==> src/rtl/phase_meter.sv <==
// phase_meter: estimates the per-clock phase increment of an 8-bit truncated phase
// stream by unwrapping successive samples and averaging over 2^AVG_LOG2 differences.
module phase_meter #(
   parameter int WIDTH    = 14,
   parameter int AVG_LOG2 = 6
) (
   input  logic       clk,
   input  logic       clrn,
   input  logic [7:0] phase,
   input  logic       phase_vld,
   input  logic       start,
   output logic       busy,
   output logic       done,
   output logic [7:0] phinc_est,
   output logic       sat
);
   localparam int SUM_W = 8 + AVG_LOG2;
   localparam int SHIFT = AVG_LOG2 - (WIDTH - 8);
   localparam logic [AVG_LOG2-1:0] CNT_LAST = '1;
   localparam logic [AVG_LOG2-1:0] CNT_ONE  = AVG_LOG2'(1);
   localparam logic [SUM_W-1:0]    EST_MAX  = SUM_W'(255);

   typedef enum logic [1:0] {IDLE, PRIME, ACCUM} state_t;

   state_t              state_q, state_d;
   logic [SUM_W-1:0]    sum_q, sum_d;
   logic [AVG_LOG2-1:0] cnt_q, cnt_d;
   logic [7:0]          prev_q, prev_d;
   logic                busy_q, busy_d;
   logic                done_q, done_d;
   logic [7:0]          est_q, est_d;
   logic                sat_q, sat_d;

   logic [7:0]          diff;
   logic [SUM_W-1:0]    total;
   logic [SUM_W-1:0]    scaled;

   // Modulo-256 forward difference unwraps the 255->0 phase wrap as +1.
   assign diff   = phase - prev_q;
   assign total  = sum_q + SUM_W'(diff);
   assign scaled = total >> SHIFT;

   always_comb begin
      state_d = state_q;
      sum_d   = sum_q;
      cnt_d   = cnt_q;
      prev_d  = prev_q;
      busy_d  = busy_q;
      done_d  = 1'b0;
      est_d   = est_q;
      sat_d   = sat_q;
      case (state_q)
         IDLE: begin
            if (start) begin
               state_d = PRIME;
               sum_d   = '0;
               cnt_d   = '0;
               busy_d  = 1'b1;
            end
         end
         PRIME: begin
            if (phase_vld) begin
               prev_d  = phase;
               state_d = ACCUM;
            end
         end
         ACCUM: begin
            if (phase_vld) begin
               prev_d = phase;
               sum_d  = total;
               cnt_d  = cnt_q + CNT_ONE;
               if (cnt_q == CNT_LAST) begin
                  est_d   = (scaled > EST_MAX) ? 8'hFF : scaled[7:0];
                  sat_d   = (scaled > EST_MAX);
                  done_d  = 1'b1;
                  busy_d  = 1'b0;
                  state_d = IDLE;
               end
            end
         end
         default: state_d = IDLE;
      endcase
   end

   always_ff @(posedge clk or negedge clrn) begin
      if (!clrn) begin
         state_q <= IDLE;
         sum_q   <= '0;
         cnt_q   <= '0;
         prev_q  <= '0;
         busy_q  <= 1'b0;
         done_q  <= 1'b0;
         est_q   <= '0;
         sat_q   <= 1'b0;
      end else begin
         state_q <= state_d;
         sum_q   <= sum_d;
         cnt_q   <= cnt_d;
         prev_q  <= prev_d;
         busy_q  <= busy_d;
         done_q  <= done_d;
         est_q   <= est_d;
         sat_q   <= sat_d;
      end
   end

   assign busy      = busy_q;
   assign done      = done_q;
   assign phinc_est = est_q;
   assign sat       = sat_q;

endmodule

==> config.mk <==
export PLATFORM = sky130hd
export DESIGN_NAME = phase_meter
export DESIGN_NICKNAME = d
export VERILOG_FILES = /design/src/rtl/phase_meter.sv
export SDC_FILE = /design/constraint.sdc
export NUM_CORES = 1
export LEC_CHECK = 0
export ABC_AREA = 1
export ABC_CLOCK_PERIOD_IN_PS = 5170
export BUFFER_PORTS_ARGS = -buffer_cell sky130_fd_sc_hd__buf_2
export CAP_MARGIN = 20
export CORE_UTILIZATION = 45
export CTS_CLUSTER_DIAMETER = 80
export DETAILED_ROUTE_END_ITERATION = 8
export GPL_TIMING_DRIVEN = 0
export SETUP_SLACK_MARGIN = 0.2
export SYNTH_ARGS = -nofsm -noshare
export SYNTH_HDL_FRONTEND = slang
export SYNTH_SLANG_ARGS = --single-unit
==> constraint.sdc <==
create_clock -name clk -period 5.17 [get_ports clk]
set_clock_uncertainty 0.05 [all_clocks]
set_input_delay 0.2585 -clock clk [delete_from_list [all_inputs] [get_ports clk]]
set_output_delay 0.2585 -clock clk [all_outputs]
set_load 0.01 [all_outputs]
==> results of run 1 <==
[cell families (layout without fill, tap and decap cells)]
family | Yosys count | in the layout
AO/OA/AOI/OAI | 45 | 45
XOR/XNOR | 13 | 13
AND/OR/NAND/NOR | 159 | 159
flip-flops | 41 | 41
adder cells (fa/ha/maj) | 21 | 21
buffers and inverters | 56 | 86
multiplexers | 2 | 2
[cell usage in the layout (no fill, tap or decap), types with 2 or more instances in the layout]
cell and count:
nor2_1 16, clkbuf_8 6, inv_1 49, nor3_1 2, a21oi_2 3, dfrtp_1 41
nand4_1 3, ha_1 19, o22ai_1 4, a21oi_1 18, clkbuf_1 2, mux2_2 2
inv_2 3, nand3b_1 2, nand2_1 93, xor2_1 7, buf_2 24, xnor2_1 6
nand3_1 19, nand2_2 11, o21ai_0 16, fa_1 2, nand3_2 2
[report_power, final]
group          total (mW)  switching [mW]  internal (mW)  leakage (nW)
logic                1.10           0.690          0.406         0.993
registers           0.436          0.0414          0.395         0.514
clock network       0.226           0.118          0.108        0.0512
total                1.76           0.850          0.909          1.56
[per-layer routing]
metal	global-route usage [%]	vias up
li1	-	1127
met3	3.103	4
met5	0	-
met2	32.43	35
met4	4.364	0
met1	25.64	997
[metrics by stage]
step | cell area [um^2] | worst slack (ns) | utilization [%] | hold WS [ns] | std cells
CTS | 2955 | 1.902 | 52.70 | 0.09108 | 439
finish | 2955 | 1.912 | 52.70 | 0.05665 | 439
global route | 2955 | 1.558 | 52.70 | 0.1422 | 439
detailed placement | 2859 | 1.857 | 50.98 | 0.4127 | 431
global placement | 2859 | 1.884 | 50.98 | 0.4085 | 431
floorplan | 2659 | 2.287 | - | -0.08709 | 337
[final timing paths]
kind / end / startpoint / slack, ns
hold reg to reg: phinc_est[0] / phinc_est[0] / 0.43
setup reg to reg: phinc_est[6] / prev_q[0] / 1.91
max in group asynchronous: sum_q[2] / clrn / 4.43
setup / recovery: phinc_est[6] / prev_q[0] / 1.91
hold / removal: sum_q[1] / clrn / 0.06
min in group clk: prev_q[7] / phase[7] / 0.17
[state kept, by name, indices dropped and copies added, names as in the netlist]
name	cells
sat	1
sum_q	14
phinc_est	8
prev_q	8
done	1
cnt_q	6
busy	1
state_q	2
[synthesized netlist by cell type (4+ instances only)]
library cell  number
nand2_1           93
inv_1             49
dfrtp_1           41
ha_1              19
nand3_1           19
a21oi_1           18
nor2_1            16
o21ai_0           16
nand2_2           11
xor2_1             7
xnor2_1            6
o22ai_1            4
[cell type report]
class	instances	area, um^2
multi-input combinational	240	1420
clock inverter	2	13.76
sequential	41	1026
timing repair buffer	22	110.1
buffer	4	17.52
fill	576	2653
tap	72	90.09
inverter	52	195.2
clock buffer	6	82.58
==> results.yml, run 1 <==
finish:
  synthesis_to_layout_area_growth_pct: 11.15
  insertedDiodeCount: 0
  number_of_nets_in_the_finished_design: 399
  layout-drive-gt1-share_pct: 16.89
clock_tree:
  clockBufferDepth: 2
  worst_skew_pair.late_latency_ns: 0.29
  root_buffer: "clkbuf_8"
  cts.sinks: 41
  postCtsHoldBufs: 0
  postCtsResizedCells: 0
  cts_buffers: 5
  setup_fix_bufs_post_cts: 0
  clock_tree_from_tritoncts: "built"
  clkTransAtPathRegs_ns: 0.08
  cts.htree.levels: 2
timing:
  worstMarginPinSlew_ns: 0.9433
  timing.setup.tns_ns: 0
  max_clock_freq_ghz: 0.3070
  final-max-slew-violation-count: 0
  timing.final.crit_period_ns: 3.258
  post-route-period-util_pct: 63.01
  timing.final.setup_violations: 0
  hold_violations: 0
  rsz_0062_raised_after_global_routing: "no"
  relSlewSlack_pct: 37.11
setup_path:
  critical_path_startpoint_category: "flip-flop"
  worst_setup_path_end_kind: "flip-flop"
  critical_path_class: "flip-flop to flip-flop"
  crit_arrival_ns: 3.40
  path_buf_inv: 2
  critPathMaxStageDelay_ns: 0.40
  worst_r2r_path_depth: 22
  path_cells: "ha_1 -> inv_1 -> fa_1 -> a21oi_1 -> o21bai_1 -> nand2_1 -> nand2_1 -> a21oi_1 -> xnor2_1 -> ha_1 -> nand2_1 -> nand2_1 -> a21oi_2 -> inv_2 -> nand2_1 -> nand2_1 -> nand2_1 -> nand2_2 -> nor2_4 -> nand3_1 -> nand2_1 -> nand2_1"
  timing.critical_path.depth: 22
  crit_path_max_fo: 9
  crit_family: "simple AND/OR/NAND/NOR gates"
  slowest_stage: "fa_1"
  worst_path_most_repeated_cell: "nand2_1"
  required_ns: 5.31
route:
  route.final.wire_length_mm: 5.209
  avgRoutedWirePerCell_um: 11.87
  drt_drc_violations_left: 0
  num_vias: 2163
  topRoutingLayerUsed: "met4"
  drtPass1Iterations: 4
  met2WireLength_mm: 2.421
  vias_per_cell: 4.927
  final_antenna_net_count: 0
  drt_first_iter_violations: 76
  detail_route.wirelength.met1_mm: 2.598
  route.met3.wl_um: 151
yosys:
  ys_seq_elements: 41
  async_flop_share_pct: 100.0
  dominantRegCellSynth: "dfrtp_1"
  combinational_family_with_the_most_area_after_synthesis: "simple AND/OR/NAND/NOR gates"
  synth_top_area_share_pct: 38.59
  adder_cell_share_of_the_synthesized_area_pct: 10.45
  post_synth_main_area_contributors: "dfrtp_1 39%, nand2_1 13%, ha_1 8.9%"
  synth.cell_area_mm2: 0.002659
  number_of_synthesized_flops_with_an_enable_pin: 0
  ys_warn_count: 0
  yosysSeqAreaShare_pct: 38.59
  syn_nets: 370
  syn_area_per_cell_um2: 7.890
  synth_compound_gate_area_share_pct: 9.506
  synth_cell_types: 37
  post_synthesis_instance_total: 337
  synth_top_cell_by_area: "dfrtp_1"
  share_of_the_synthesized_netlist_area_taken_by_xor_and_xnor_gates_pct: 4.282
  yosys.area_share.simple_pct: 28.33
  yosys-mux-area-fraction_pct: 0.8471
place:
  buffer_ports.inserted: 22
  finalWeightedCongestion: 0.8203
  place.detailed.hpwl_mm: 4.016
grt:
  overflow_left_after_global_routing: 0
  maximum_number_of_pins_on_one_net_before_global_route_repair: 42
  grtUsageTotal_pct: 19.15
  grt_first_pass_wirelength_mm: 9.384
  antenna_violations_before_repair: 0
  via_count_of_the_first_global_routing_pass: 2094
run_status:
  run_status: "completed"
die:
  initial_core_util_pct: 47.41
  ioPinCount: 23
  die-area_mm2: 0.006220
  die_h_um: 78.87
  core_region_area_mm2: 0.005608
  horizontal_die_dimension_um: 78.87
  placement_rows: 27
power_and_ir_drop:
  total_leakage_power_nw: 1.558
  p_per_area_mw_per_mm2: 595.1
  p_total_mw: 1.759
  worst_ir_drop_vdd_mv: 0.2323
min_path:
  min_delay_path_class: "input pin to async pin"
run:
  max_cap_viol_count: 0
(Power assumes the default switching activity.)
==> run 2, diff against run 1 <==
--- a/config.mk
+++ b/config.mk
@@ -5,14 +5,15 @@
 export SDC_FILE = /design/constraint.sdc
 export NUM_CORES = 1
 export LEC_CHECK = 0
-export ABC_AREA = 1
-export ABC_CLOCK_PERIOD_IN_PS = 5170
+export ABC_AREA = 0
+export ABC_CLOCK_PERIOD_IN_PS = 2900
 export BUFFER_PORTS_ARGS = -buffer_cell sky130_fd_sc_hd__buf_2
 export CAP_MARGIN = 20
 export CORE_UTILIZATION = 45
 export CTS_CLUSTER_DIAMETER = 80
 export DETAILED_ROUTE_END_ITERATION = 8
 export GPL_TIMING_DRIVEN = 0
+export PLACE_DENSITY = 0.66
 export SETUP_SLACK_MARGIN = 0.2
 export SYNTH_ARGS = -nofsm -noshare
 export SYNTH_HDL_FRONTEND = slang
==> constraint.sdc (replaced) <==
create_clock -name clk -period 2.9 [get_ports clk]
set_clock_uncertainty 0.05 [all_clocks]
set_input_delay 0.145 -clock clk [delete_from_list [all_inputs] [get_ports clk]]
set_output_delay 0.145 -clock clk [all_outputs]
set_load 0.01 [all_outputs]
==> run 2 against run 1 <==
  * The run now ends with negative setup slack left
  * First-iteration DRC count stayed put
  * Critical path type unchanged
  * Sequential share of layout area is 1.5 points lower
  * Register-to-register slack worse by 2.5 ns
  * Utilization is 7.0 points higher
  * Maximum frequency is 5.9% lower
  * Final cell count is 18% lower
  * Die area is 7.8% lower
  * Largest cell class unchanged
==> results.yml, run 2 <==
run_status:
  run_status: "complete, but fails checks"
  failed_checks: "negative setup slack"
setup_path:
  crit_arrival_ns: 3.60
  worst_setup_path_end_kind: "flip-flop"
  critical_path_startpoint_category: "flip-flop"
  required_ns: 3.04
  crit_path_max_fo: 5
  launch_instance_of_the_worst_register_to_register_path: "prev_q[0]"
  worst_r2r_path_depth: 17
  regToRegSetupSlack_ns: -0.56
  critical_path_class: "flip-flop to flip-flop"
  capture_instance_of_the_worst_register_to_register_path: "phinc_est[3]"
clock_tree:
  root_buffer: "clkbuf_8"
  cts.sinks: 41
  cts.htree.levels: 2
  clockBufferDepth: 2
  worst_skew_pair.late_latency_ns: 0.29
  cts_buffers: 5
  clkTransAtPathRegs_ns: 0.08
  clock_tree_from_tritoncts: "built"
die:
  die-area_mm2: 0.005732
  initial_core_util_pct: 47.27
  die_h_um: 75.71
  ioPinCount: 23
  core_region_area_mm2: 0.005172
  horizontal_die_dimension_um: 75.71
  placement_rows: 26
grt:
  via_count_of_the_first_global_routing_pass: 1766
  maximum_number_of_pins_on_one_net_before_global_route_repair: 42
  use_met1_pct: 26.88
  busiest_layer: "met2"
  grtUsageTotal_pct: 20.33
  antenna_violations_before_repair: 0
  overflow_left_after_global_routing: 0
  grt_util_met2_pct: 31.94
  grt_first_pass_wirelength_mm: 8.514
  met3_routing_resource_usage_after_global_routing_pct: 4.894
timing:
  rsz_0062_raised_after_global_routing: "yes"
  worstMarginPinSlew_ns: 0.9232
  final-max-slew-violation-count: 0
  timing.final.crit_period_ns: 3.460
  timing.final.setup_violations: 16
  final.setup.worst_slack_ns: -0.5602
  post-route-period-util_pct: 119.3
  max_clock_freq_ghz: 0.2890
  hold_violations: 0
  relSlewSlack_pct: 38.46
power_and_ir_drop:
  pwr-share-comb_pct: 64.1
  worst_ir_drop_vdd_mv: 0.6129
  power_switching_mw: 1.445
  swShare_pct: 41.18
  seq_power_share_pct: 22.2
  p_per_area_mw_per_mm2: 1136
  cell_internal_pwr_mw: 2.064
  total_leakage_power_nw: 1.438
  clkPwrFrac_pct: 13.6
route:
  num_vias: 1915
  vias_per_cell: 5.290
  final_antenna_net_count: 0
  drt_first_iter_violations: 76
  avgRoutedWirePerCell_um: 14.35
  drtPass1Iterations: 4
  route.final.wire_length_mm: 5.193
  drt_drc_violations_left: 0
finish:
  insertedDiodeCount: 0
  top_register: "sum_q"
  synthesis_to_layout_area_growth_pct: 26.36
  layout_commonest_cell: "dfrtp_1"
  layout.cells.most_common_list: "41 x dfrtp_1, 23 x nand2_1, 22 x buf_2, 16 x inv_1, 15 x ha_1"
  final-instance-count-excl-fill: 362
  layout-drive-gt1-share_pct: 31.85
  number_of_nets_in_the_finished_design: 324
  utilization_pct: 59.72
  largest_register_ffs: 14
yosys:
  combinational_family_with_the_most_area_after_synthesis: "compound AO/OA/AOI/OAI gates"
  async_flop_share_pct: 100.0
  syn_nets: 278
  post_synth_main_area_contributors: "dfrtp_1 42%, ha_1 9.7%, xnor2_1 4.3%"
  number_of_synthesized_flops_with_an_enable_pin: 0
  synth_top_area_share_pct: 41.97
  synth_top_cell_by_area: "dfrtp_1"
  synth.cells.most_frequent: "41 x dfrtp_1, 27 x nand2_1, 19 x ha_1"
  synth.most_common_cell: "dfrtp_1"
  yosys.area_share.simple_pct: 12.03
  yosys-mux-area-fraction_pct: 3.685
  dominantRegCellSynth: "dfrtp_1"
  post_synthesis_instance_total: 245
  ys_warn_count: 0
  ys_seq_elements: 41
  synth_compound_gate_area_share_pct: 19.75
  yosysSeqAreaShare_pct: 41.97
  synth_cell_types: 36
  syn_area_per_cell_um2: 9.979
  adder_cell_share_of_the_synthesized_area_pct: 11.36
  share_of_the_synthesized_netlist_area_taken_by_xor_and_xnor_gates_pct: 7.523
  synth.cell_area_mm2: 0.002445
min_path:
  worst_hold_path_cell_count: 2
  holdPathEnd: "prev_q[5]"
  hold_start: "phase[5]"
  min_delay_path_class: "input pin to flip-flop"
place:
  placed_cells: 337
  place.detailed.hpwl_mm: 3.397
  finalWeightedCongestion: 0.8376
  preCtsSetupSlack_ns: -0.6588
  buffer_ports.inserted: 22
run:
  max_cap_viol_count: 0
==> run 2: cell types whose count changed in the layout (fill, tap and decap cells not counted), moves of 5 or more <==
cell / change
a21oi_1: -10
mux2_2: +6
buf_4: +14
inv_1: -33
nand3_1: -15
nand2_1: -70
a22o_1: +9
a21o_1: +5
nand2_2: -7
o21ai_0: -6
o22a_1: +5
==> run 2: how the worst max path moves through the flow <==
stage	from	slack, ns	end
2_1_floorplan	prev_q[0]	-0.26	phinc_est[3]
3_3_place_gp	prev_q[0]	-0.58	phinc_est[3]
3_5_place_dp	prev_q[0]	-0.66	phinc_est[3]
4_1_cts	prev_q[0]	-0.51	phinc_est[3]
5_1_grt	prev_q[0]	-0.70	phinc_est[3]
6_report	prev_q[0]	-0.56	phinc_est[3]
==> run 2: cells by family after synthesis <==
group,count (synthesis)
AOI/OAI and AO/OA,66
xor gates and xnor gates,21
adders and majority gates,21
buffers and inverters,24
DFF,41
muxes,8
and+or+nand+nor,64
==> run 2: through the flow <==
stage	instance area, um^2	total power [mW]	TNS, ns	hold slack [ns]
floorplan	2464	2.084	-1.978	-0.2006
global placement	2661	2.386	-5.254	0.2812
detailed placement	2661	2.423	-6.246	0.2823
CTS	3023	3.324	-5.227	0.04475
global route	3089	3.794	-8.366	0.04188
finish	3089	3.508	-5.657	0.05408
==> run 2: power groups by stage <==
stage          combinational (mW)  sequential [mW]  clock [mW]
2_1_floorplan                1.31            0.770           0
3_5_place_dp                 1.64            0.786           0
4_1_cts                      2.06            0.776       0.492
3_3_place_gp                 1.60            0.782           0
5_1_grt                      2.48            0.795       0.514
6_report                     2.25            0.779       0.479
==> run 2: layer usage <==
metal / share of wire [%] / up-vias
met2: 48 / 36
met1: 46 / 914
li1: - / 953
met5: 0 / -
met4: 2.4 / 0
met3: 3.5 / 12
==> run 2: worst max-delay path: stages (launching register included) <==
cell and delay (ns):
dfrtp_1 0.37, ha_2 0.18, inv_2 0.04, fa_2 0.33
a21o_1 0.18, a21oi_2 0.16, o21bai_1 0.09, a21oi_1 0.18
xnor2_1 0.12, ha_1 0.36, a211oi_2 0.20, nor2_1 0.11
a21oi_4 0.19, xnor2_1 0.10, nor4_2 0.21, buf_4 0.18
o21ai_4 0.08, o22a_2 0.21
==> run 2: what timing repair did <==
| item | 4_1_cts | 5_1_grt |
|---|---|---|
| pin swaps | 22 | 4 |
| cloned | 1 | 0 |
| setup endpoints to repair | 17 | 19 |
| hold endpoints to repair | 41 | 0 |
| setup buffers | 15 | 0 |
| gates resized for setup | 25 | 9 |
| hold buffers | 1 | 0 |
==> run 2: cell type report <==
class / instances / area, um^2
Fill cell: 447 / 2083
Sequential cell: 41 / 1026
Multi-Input combinational cell: 181 / 1529
Buffer: 6 / 22.52
Inverter: 18 / 67.56
Clock buffer: 6 / 82.58
Tap cell: 70 / 87.58
Timing Repair Buffer: 38 / 236.5
Clock inverter: 2 / 37.54
